## src/rtl/mips_mem_pkg.sv

```systemverilog
// Shared size/state encodings for the MIPS store serializer.
// Byte-count helper maps a store size to its number of bytes.
package mips_mem_pkg;

   localparam logic [1:0] SZ_BYTE = 2'b00;
   localparam logic [1:0] SZ_HALF = 2'b01;
   localparam logic [1:0] SZ_WORD = 2'b10;
   localparam logic [1:0] SZ_RSVD = 2'b11;

   typedef enum logic [1:0] {
      ST_IDLE  = 2'd0,
      ST_WRITE = 2'd1,
      ST_RESP  = 2'd2
   } state_t;

   function automatic logic [2:0] size_bytes(input logic [1:0] sz);
      logic [2:0] n;
      case (sz)
         SZ_HALF: n = 3'd2;
         SZ_WORD: n = 3'd4;
         default: n = 3'd1;
      endcase
      return n;
   endfunction

endpackage

```

## src/rtl/mips_store_serializer_if.sv

```systemverilog
// Request handshake and byte-wide memory port of the store serializer.
// slave = serializer side, master = datapath/memory side.
interface mips_store_serializer_if #(
   parameter int ADDR_W = 32
);

   logic              req_valid;
   logic              req_ready;
   logic [ADDR_W-1:0] req_addr;
   logic [31:0]       req_data;
   logic [1:0]        req_size;
   logic              mem_we;
   logic [ADDR_W-1:0] mem_addr;
   logic [7:0]        mem_wdata;
   logic              mem_ack;
   logic              done;
   logic              err;

   modport slave (
      input  req_valid, req_addr, req_data, req_size, mem_ack,
      output req_ready, mem_we, mem_addr, mem_wdata, done, err
   );

   modport master (
      output req_valid, req_addr, req_data, req_size, mem_ack,
      input  req_ready, mem_we, mem_addr, mem_wdata, done, err
   );

endinterface

```

## src/rtl/mips_store_byte_sel.sv

```systemverilog
// Big-endian byte picker: index 0 is the most significant stored byte.
// Bits above the stored width never reach the output.
module mips_store_byte_sel
   import mips_mem_pkg::*;
(
   input  logic [1:0]  size_i,
   input  logic [1:0]  idx_i,
   input  logic [31:0] data_i,
   output logic [7:0]  byte_o
);

   always_comb begin
      byte_o = data_i[7:0];
      unique case (1'b1)
         (size_i == SZ_WORD): begin
            case (idx_i)
               2'd0:    byte_o = data_i[31:24];
               2'd1:    byte_o = data_i[23:16];
               2'd2:    byte_o = data_i[15:8];
               default: byte_o = data_i[7:0];
            endcase
         end
         (size_i == SZ_HALF): begin
            byte_o = idx_i[0] ? data_i[7:0] : data_i[15:8];
         end
         default: byte_o = data_i[7:0];
      endcase
   end

endmodule

```

## src/rtl/mips_store_serializer.sv

```systemverilog
// Narrows a store to byte/half/word and writes it one byte per cycle.
// Define MISALIGN_CHECK_EN to reject misaligned half/word stores.
module mips_store_serializer
   import mips_mem_pkg::*;
#(
   parameter int ADDR_W = 32
) (
   input  logic                   clk,
   input  logic                   rst_n,
   mips_store_serializer_if.slave bus
);

   state_t            state_q, state_d;
   logic [ADDR_W-1:0] addr_q, addr_d;
   logic [31:0]       data_q, data_d;
   logic [1:0]        size_q, size_d;
   logic [1:0]        idx_q, idx_d;
   logic              err_q, err_d;
   logic              illegal;
   logic              last;
   logic [2:0]        nbytes;
   logic [7:0]        sel_byte;

`ifdef MISALIGN_CHECK_EN
   assign illegal = (bus.req_size == SZ_RSVD)
                 | ((bus.req_size == SZ_HALF) & bus.req_addr[0])
                 | ((bus.req_size == SZ_WORD) & (|bus.req_addr[1:0]));
`else
   assign illegal = (bus.req_size == SZ_RSVD);
`endif

   assign nbytes = size_bytes(size_q);
   assign last   = (idx_q == nbytes[1:0] - 2'd1);

   mips_store_byte_sel u_sel (
      .size_i (size_q),
      .idx_i  (idx_q),
      .data_i (data_q),
      .byte_o (sel_byte)
   );

   always_ff @(posedge clk or negedge rst_n) begin
      if (!rst_n) begin
         state_q <= ST_IDLE;
         addr_q  <= '0;
         data_q  <= '0;
         size_q  <= SZ_BYTE;
         idx_q   <= '0;
         err_q   <= 1'b0;
      end else begin
         state_q <= state_d;
         addr_q  <= addr_d;
         data_q  <= data_d;
         size_q  <= size_d;
         idx_q   <= idx_d;
         err_q   <= err_d;
      end
   end

   always_comb begin
      state_d = state_q;
      addr_d  = addr_q;
      data_d  = data_q;
      size_d  = size_q;
      idx_d   = idx_q;
      err_d   = err_q;
      case (state_q)
         ST_IDLE: begin
            if (bus.req_valid) begin
               addr_d  = bus.req_addr;
               data_d  = bus.req_data;
               size_d  = bus.req_size;
               idx_d   = 2'd0;
               err_d   = illegal;
               state_d = illegal ? ST_RESP : ST_WRITE;
            end
         end
         ST_WRITE: begin
            if (bus.mem_ack) begin
               if (last) state_d = ST_RESP;
               else      idx_d   = idx_q + 2'd1;
            end
         end
         ST_RESP: state_d = ST_IDLE;
         default: state_d = ST_IDLE;
      endcase
   end

   // Outputs decode from state only so reset clears them at once.
   always_comb begin
      bus.req_ready = (state_q == ST_IDLE);
      bus.mem_we    = 1'b0;
      bus.mem_addr  = '0;
      bus.mem_wdata = '0;
      bus.done      = 1'b0;
      bus.err       = 1'b0;
      if (state_q == ST_WRITE) begin
         bus.mem_we    = 1'b1;
         bus.mem_addr  = addr_q + ADDR_W'(idx_q);
         bus.mem_wdata = sel_byte;
      end
      if (state_q == ST_RESP) begin
         bus.done = ~err_q;
         bus.err  = err_q;
      end
   end

endmodule
```

## src/flat_wrapper.sv

```systemverilog
// flat-port wrapper written by rule: the top's interface ports become plain ports
module mips_store_serializer_flat import mips_mem_pkg::*;
#(
   parameter int ADDR_W = 32
)
  (clk, rst_n, bus_req_valid, bus_req_addr, bus_req_data, bus_req_size, bus_mem_ack, bus_req_ready, bus_mem_we, bus_mem_addr, bus_mem_wdata, bus_done, bus_err);
  mips_store_serializer_if #(.ADDR_W(ADDR_W)) bus_i ();
  input  logic clk;
  input  logic rst_n;
  input wire logic [$bits(bus_i.req_valid)-1:0] bus_req_valid;
  input wire logic [$bits(bus_i.req_addr)-1:0] bus_req_addr;
  input wire logic [$bits(bus_i.req_data)-1:0] bus_req_data;
  input wire logic [$bits(bus_i.req_size)-1:0] bus_req_size;
  input wire logic [$bits(bus_i.mem_ack)-1:0] bus_mem_ack;
  output wire logic [$bits(bus_i.req_ready)-1:0] bus_req_ready;
  output wire logic [$bits(bus_i.mem_we)-1:0] bus_mem_we;
  output wire logic [$bits(bus_i.mem_addr)-1:0] bus_mem_addr;
  output wire logic [$bits(bus_i.mem_wdata)-1:0] bus_mem_wdata;
  output wire logic [$bits(bus_i.done)-1:0] bus_done;
  output wire logic [$bits(bus_i.err)-1:0] bus_err;
  assign bus_i.req_valid = bus_req_valid;
  assign bus_i.req_addr = bus_req_addr;
  assign bus_i.req_data = bus_req_data;
  assign bus_i.req_size = bus_req_size;
  assign bus_i.mem_ack = bus_mem_ack;
  assign bus_req_ready = bus_i.req_ready;
  assign bus_mem_we = bus_i.mem_we;
  assign bus_mem_addr = bus_i.mem_addr;
  assign bus_mem_wdata = bus_i.mem_wdata;
  assign bus_done = bus_i.done;
  assign bus_err = bus_i.err;
  mips_store_serializer #(.ADDR_W(ADDR_W)) u_core (.clk(clk), .rst_n(rst_n), .bus(bus_i));
endmodule
```

## config.mk

```make
export PLATFORM = sky130hd
export DESIGN_NAME = mips_store_serializer_flat
export DESIGN_NICKNAME = d
export VERILOG_FILES = /design/src/rtl/mips_mem_pkg.sv /design/src/rtl/mips_store_serializer_if.sv /design/src/rtl/mips_store_byte_sel.sv /design/src/rtl/mips_store_serializer.sv /design/src/flat_wrapper.sv
export SDC_FILE = /design/constraint.sdc
export NUM_CORES = 1
export LEC_CHECK = 0
export CORE_MARGIN = 3
export CORE_UTILIZATION = 30
export DETAILED_ROUTE_END_ITERATION = 10
export PLACE_DENSITY = 0.6
export SYNTH_ARGS = -nofsm -noshare
export SYNTH_HDL_FRONTEND = slang
export SYNTH_SLANG_ARGS = --single-unit
```

## constraint.sdc

```tcl
create_clock -name clk -period 2.4 [get_ports clk]
set_input_delay 0.48 -clock clk [delete_from_list [all_inputs] [get_ports clk]]
set_output_delay 0.48 -clock clk [all_outputs]
set_load 0.05 [all_outputs]
```

# [After elaboration in Yosys (flattened, before gate mapping)]
# Index checks and enable logic that the tools add are counted.
[word_totals] ff_bits=71 inputBits=70 output_inout_bits=44 wordCells=46
[op_classes] add_sub_neg=3 eq_ne=12 muxes=18 bitwise_logic=1 n_reduce_logical=6
[op_table] op="$add 32x2->32" count=1
[op_table] op="$mux 32" count=1
[op_table] op="$pmux 8 s3" count=1
[op_table] op="$mux 8" count=2
[op_table] op="$pmux 8 s2" count=1
[op_table] op="$mux 2" count=7
[op_table] op="$pmux 2 s2" count=3
[op_table] op="$eq 2x2->1 const B" count=4
[op_table] op="$eq 2x1->1 const B" count=3
[op_table] op="$ne 2x2->1 const B" count=3
[op_table] op="$logic_not 2->1" count=2
[op_table] op="$reduce_and 4->1" count=1
[op_table] op="$mux 1" count=3
[op_table] op="$reduce_and 3->1" count=1
[op_table] op="$add 2x1->2 const B" count=1
[op_table] op="$eq 2x2->1" count=1
[op_table] op="$ne 2x1->1 const B" count=1
[op_table] op="$reduce_and 2->1" count=1
[op_table] op="$reduce_bool 2->1" count=1
[op_table] op="$sub 2x1->2 const B" count=1
[op_table] op="$not 1->1" count=1

# [Depth between registers and ports, before layout]
# Gate-level depths: netlist (run 1).
[depth] depth_word=7 ltp_mapped=8 mapped_depth_nobuf=6

# [By module]
# From an unflattened synthesis (run 1), not the netlist that was laid out.
[hier_totals] hier_cells=396 hier_area_um2=4187.8
[by_module_without_submodules] mod="mips_store_serializer" instances=1 cells_each=335 area_per_inst_um2=3726.1 seq_area_each_um2=1776.7
[by_module_without_submodules] mod="mips_store_byte_sel" instances=1 cells_each=61 area_per_inst_um2=461.7 seq_area_each_um2=0.0

# [Worst setup path before layout (run 1)]
# OpenSTA, ideal clock, no wires.
[synth_path] path_type="register to output" startpoint="register u_core.idx_q[0]" endpoint="output bus_mem_addr[24]" arrival_ns=3.266 t_required_ns=1.920 slack_ns=-1.346 stages_incl_launch_ff=6 n_path_buf=0 path_cell_list="dfrtp_1 -> ha_1 -> fa_1 -> nand4_1 -> or4_1 -> o41ai_1"
[synth_via] elab_chain_cells=2
[synth_lines] item="start: declaration" line="mips_store_serializer.sv:17" rtl="logic [1:0] idx_q, idx_d;"
[synth_lines] item="start signal: assignment" line="mips_store_serializer.sv:55" rtl="idx_q <= idx_d;"
[synth_lines] item="$add 32x2->32" line="mips_store_serializer.sv:99" rtl="bus.mem_addr = addr_q + ADDR_W'(idx_q);"
[synth_lines] item="$mux 32" line="mips_store_serializer.sv:97" rtl="if (state_q == ST_WRITE) begin"
[synth_lines] item="end: declaration" line="flat_wrapper.sv:17" rtl="output wire logic [$bits(bus_i.mem_addr)-1:0] bus_mem_addr;"
# Every way passes these cells.

# [Worst setup path after layout (run 1)]
[layout_path] startpoint="register u_core.idx_q[0]" endpoint="output bus_mem_addr[30]"
# The elaborated chain is that of the path after synthesis.

==> flow_metrics.tcl, run 1 <==
set metrics [dict create \
    synth.top_cell.area_share_pct 43.3 \
    clockBufferDepth 2 \
    wl_per_cell_microns 17.1 \
    relSlewSlack_pct 37.7 \
    rsz0062_at_grt "true" \
    io_buffers 113 \
    grt_util_all_layers_pct 17.0 \
    clkSinkCount 71 \
    yosysSeqAreaShare_pct 43.3 \
    clkTransAtPathRegs_ns 0.06 \
    clock_latency_ns 0.34 \
    worstPathRequired_ns 1.92 \
    htree_num_levels 3 \
    die_w_microns 123 \
    first_pass_iters 5 \
    slew_viol_final 0 \
    dieArea_sq_um 15100 \
    synth_fp_nets 474 \
    setup_viol 33 \
    gp_congestion 0.798 \
    mostFrequentLayoutCells "dfrtp_1, mux2_2, clkdlybuf4s50_1" \
    hpwl_mm 9.16 \
    yosysTopAreaCell "dfrtp_1" \
    cp_data_arrival_time_ns 2.61 \
    finalCritPeriodShare_pct 129 \
    ys.flop_type "dfrtp_1" \
    via_per_inst 5.13 \
    fin_skew_ns 0.00679 \
    r2r-start "u_core.size_q[0]" \
    yosysWarnings 0 \
    vias 3788 \
    grt_pass1_vias 3916 \
    cp-start-kind "flip-flop" \
    timing.final.ws_setup_ns -0.685 \
    design_area_sq_um 7090 \
    areaGrowthSynthToFinish_pct 73.0 \
    place_area_sq_um 6390 \
    grt_pass1_wl_mm 20.0 \
    hold_viol_final 0 \
    ys_ff_latch 71 \
    syn_inst 395 \
    async_flop_share_pct 100 \
    ys_types 44 \
    worst_pin_slew_ns 0.935 \
    cts_root_buf "clkbuf_16" \
    drt_wl_total_mm 12.6 \
    avgSynthCellArea_sq_um 10.4 \
    cap_violations 0 \
    status "complete, but fails checks" \
    cts_buffers 9 \
    startpoint "u_core.idx_q[0]" \
    min_path_type "primary input to async pin" \
    peakVddDrop_mv 0.821 \
    synth_edf_count 0 \
    critPathCaptureType "primary output" \
    setup_tns_ns -15.18 \
    first_iter_violations 264 \
    row_count 42 \
    io_pins 114 \
    final_common_cell "dfrtp_1" \
    cts_tree "yes" \
    violations "setup timing" \
    critical_path_class "flip-flop to primary output" \
    min_period_ns 3.09 \
    p_leak_nw 2.79 \
    die_y_microns 123 \
    powerDensity_nw_per_um2 1610 \
    drc 0 \
    core_sq_um 13300 \
    syn_area_sq_um 4100 \
    fin_nets 635 \
    start_util_pct 30.8 \
    path_max_fanout 4 \
    grt_max_degree 72 \
    detail-route-antenna-nets 0 \
    yosys-top-cells-area "dfrtp_1, mux2_2, o21ai_0" \
    dp_slack_ns -0.344 \
    max_freq_mhz 324 \
    antenna_found_initial 2 \
    drive_gt1_share_pct 50.8 \
    gr-total-overflow 0 \
]
[path summary, 6_finish.rpt]
| path | endpoint | slack, ns | depth (start not counted) |
|---|---|---|---|
| setup / recovery | bus_mem_addr[30] | -0.69 | 7 |
| hold / removal | u_core.addr_q[28] | 0.26 | 1 |
| setup reg to reg | u_core.idx_q[0] | 0.48 | 6 |
| hold reg to reg | u_core.data_q[27] | 0.51 | 1 |
| max in group asynchronous | u_core.idx_q[1] | 1.47 | 1 |
| min in group clk | u_core.data_q[27] | 0.51 | 1 |
[synth_stat cells (all sizes together), types with 4 or more instances]
master and n:
nand4 7, nor2b 8, a21oi 21, nor2 15
nand3 11, o21ai 24, clkbuf 18, nor3 10
and2 5, a222oi 8, dfrtp 71, ha 8
a221oi 8, or3 8, xnor2 8, inv 9
nand2 29, mux2 69, buf 8, nand2b 4
or4 10, o31ai 7
[through the flow]
step	instances	util, %	total power [W]	hold slack, ns
finish	739	53.4	0.0114	0.264
global route	739	53.4	0.0120	0.355
CTS	737	52.2	0.0113	0.309
detailed placement	713	48.1	0.00961	0.502
global placement	713	48.1	0.00946	0.495
floorplan	395	-	0.00659	0.184
[worst max-delay path: stages, from the launching register on]
cell and delay [ns]:
dfrtp_1 0.35, ha_2 0.20, fa_2 0.21, nand4_1 0.16, or4_4 0.50, or4_4 0.52
a21oi_4 0.16, buf_12 0.15
[what timing repair did]
item                       CTS  global route
pin swaps                   24            16
buffers inserted             8             4
hold buffers                 0             0
setup endpoints to repair   36            37
gates resized for setup     42            30
hold endpoints to repair     0             0
[final cells by class]
type | instances | area, sq um
antenna | 2 | 5.00
clock buffer | 10 | 229
clock inverter | 6 | 68.8
fill | 1156 | 6200
inverter | 10 | 38.8
multi-input combinational | 288 | 2810
sequential | 71 | 1780
tap | 176 | 220
timing repair buffer | 176 | 1940
[power breakdown]
part / total, W / switching, W / internal, W
registers: 0.00239 / 0.000581 / 0.00181
clock network: 0.00136 / 0.000547 / 0.000812
logic: 0.00769 / 0.00411 / 0.00358
total: 0.0114 / 0.00524 / 0.00620
[layer usage]
layer / track usage [%] / part of all wire, % / vias to the layer above
met1: 22.1 / 43 / 1868
met2: 27.4 / 49 / 111
li1: - / - / 1788
met4: 6.93 / 2.4 / 0
met3: 3.71 / 6.1 / 21
met5: 0 / 0 / -
[cell families after synthesis]
family	count (synthesis)	synth area share, %
AND/OR/NAND/NOR	119	16.0
AO/OA/AOI/OAI	77	12.2
multiplexers	72	19.7
flip-flops	71	43.3
buffers and inverters	36	3.51
XOR/XNOR	11	2.35
adder cells (fa/ha/maj)	9	2.93
[sequential cells by signal, summed over array words and instances (netlist names)]
register / flops
u_core.size_q: 2
u_core.data_q: 32
u_core.idx_q: 2
u_core.state_q: 2
u_core.addr_q: 32
u_core.err_q: 1
Power figures use the tool's default switching activity.
==> run 2: changes to the inputs <==
Settings changed: GPL_TIMING_DRIVEN set to 0, TNS_END_PERCENT set to 50.
==> run 2 against run 1 <==
The flow still finishes with violations (setup timing). Via count fell by 0.79%. Clock power fell by 7%. Combinational power shrank 14%. Clock-buffer cell count rose by 2. Sequential share of layout area increased by 1.6 points. Die area unchanged. Sequential power up 5%. Total power decreased by 9.2%. Maximum frequency down 1.1%. Register-to-register slack lost 0.32 ns. Non-clock buffer count fell by 15. Worst hold slack worse by 0.25 ns. Critical path type unchanged. Largest cell class unchanged.
==> flow_metrics.tcl, run 2 (synthesis gave the netlist of run 1 again) <==
set metrics [dict create \
    status "complete, but fails checks" \
    violations "setup timing" \
    io_pins 114 \
    antenna_cells 0 \
    grt_max_degree 56 \
    clkTransAtPathRegs_ns 0.06 \
    reg2regPathDepth 6 \
    start_util_pct 30.8 \
    finalCritPeriodShare_pct 130 \
    drc 0 \
    hpwl_mm 9.17 \
    worst_pin_slew_ns 0.714 \
    timing.final.ws_setup_ns -0.720 \
    detail-route-antenna-nets 0 \
    cp_num_buf_inv 2 \
    wl_per_cell_microns 18.1 \
    via_per_inst 5.20 \
    cp_data_arrival_time_ns 2.64 \
    drive_gt1_share_pct 46.9 \
    rsz0062_at_grt "true" \
    row_count 42 \
    final_common_cell "mux2_2" \
    fin_skew_ns 0.00520 \
    peakVddDrop_mv 0.904 \
    min_period_ns 3.12 \
    slew_viol_final 0 \
    die_w_microns 123 \
    clockBufferDepth 2 \
    powerDensity_nw_per_um2 1550 \
    p_leak_nw 2.66 \
    gp_congestion 0.863 \
    htree_num_levels 3 \
    fin_util_pct 50.3 \
    hold_buffers 0 \
    cts_root_buf "clkbuf_16" \
    hold_viol_final 0 \
    crit_slowest_cell "or4_4" \
    cp-start-kind "flip-flop" \
    fin_nets 620 \
    relSlewSlack_pct 52.4 \
    io_buffers 113 \
    fillers 1202 \
    max_freq_mhz 321 \
    setup_viol 37 \
    r2r-start "u_core.state_q[0]" \
    critPathCaptureType "primary output" \
    cts_buffers 9 \
    die_y_microns 123 \
    crit_top_cell "or4_4" \
    cap_violations 0 \
    min_path_type "primary input to async pin" \
    antenna_found_initial 0 \
    grt_pass1_wl_mm 20.3 \
    path_delay_family "simple AND/OR/NAND/NOR gates" \
    first_pass_iters 5 \
    largestRegisters "u_core.addr_q x32, u_core.data_q x32" \
    clock_latency_ns 0.34 \
    critPathMaxStageDelay_ns 0.51 \
    clkSinkCount 71 \
    core_sq_um 13300 \
    gr-total-overflow 0 \
    worstReg2RegEnd "u_core.data_q[30]" \
    place_area_sq_um 5820 \
    critical_path_class "flip-flop to primary output" \
    path_cells "ha_4 > fa_2 > nand4_1 > buf_6 > or4_4 > or4_4 > a21oi_4 > buf_8" \
    grt_pass1_vias 3873 \
    dieArea_sq_um 15100 \
    design_area_sq_um 6680 \
    path_max_fanout 5 \
    r2r_slack_ns 0.16 \
    areaGrowthSynthToFinish_pct 63.0 \
    mostFrequentLayoutCells "mux2_2, clkdlybuf4s50_1, dfrtp_1" \
    grt_util_all_layers_pct 17.4 \
    worstPathRequired_ns 1.92 \
    drt_wl_total_mm 13.1 \
    cts_tree "yes" \
    first_iter_violations 181 \
    vias 3758 \
]
## run 2: through the flow
stage	worst slack [ns]	hold WS [ns]	TNS (ns)	instances	power [W]
finish	-0.720	0.00987	-16.77	722	0.0104
global route	-0.807	0.0182	-20.30	722	0.0110
detailed placement	-1.42	0.376	-44.93	685	0.00840
floorplan	-0.391	0.184	-7.62	395	0.00659
global placement	-2.04	0.496	-166.37	684	0.00825
CTS	-0.749	0.00647	-16.44	712	0.0103
## run 2: timing repair
item,in CTS,in global routing
pin swaps,23,16
setup endpoints to repair,44,48
gates resized for setup,324,42
gates cloned,2,0
buffers inserted,14,11
## run 2: layer usage
layer / global-route usage (%) / up-vias / share of wire [%] / wire, microns
met5: 0 / - / 0 / 0
met4: 5.53 / 0 / 1.4 / 189
met3: 4.30 / 14 / 5.7 / 744
met2: 29.4 / 104 / 49 / 6450
met1: 22.0 / 1883 / 43 / 5690
li1: - / 1757 / - / -
## run 2: worst register-to-register path: stages (launching register included)
cell and delay [ns]:
dfrtp_1 0.36, clkbuf_2 0.20, nor2_2 0.13, and2_1 0.13, clkbuf_1 0.39, clkbuf_1 0.51
mux2_2 0.40
## run 2: cell type report
| type | count | area (sq um) | area share (%) |
|---|---|---|---|
| clock inverters | 4 | 20.0 | 0.300 |
| multi-input cells | 288 | 2800 | 41.9 |
| clock buffers | 12 | 256 | 3.84 |
| well taps | 176 | 220 | 3.30 |
| flip-flops and latches | 71 | 1780 | 26.7 |
| plain buffers | 20 | 114 | 1.70 |
| repair buffers | 141 | 1450 | 21.7 |
| inverters | 10 | 42.5 | 0.637 |
## run 2: worst max-delay path by stage
stage | startpoint | endpoint | slack, ns | cells after the start
2_1_floorplan | u_core.idx_q[0] | bus_mem_addr[28] | -0.39 | 6
3_3_place_gp | rst_n | u_core.idx_q[1] | -2.04 | 1
4_1_cts | u_core.idx_q[1] | bus_mem_addr[15] | -0.75 | 8
6_report | u_core.idx_q[0] | bus_mem_addr[30] | -0.72 | 8
3_5_place_dp | u_core.idx_q[0] | bus_mem_addr[20] | -1.42 | 7
5_1_grt | u_core.idx_q[0] | bus_mem_addr[30] | -0.81 | 8
## run 2: power breakdown
group | internal [W] | switching, W | total (W)
Sequential | 0.00181 | 0.000710 | 0.00252
Clock | 0.000748 | 0.000508 | 0.00126
Combinational | 0.00274 | 0.00387 | 0.00660
Total | 0.00530 | 0.00509 | 0.0104
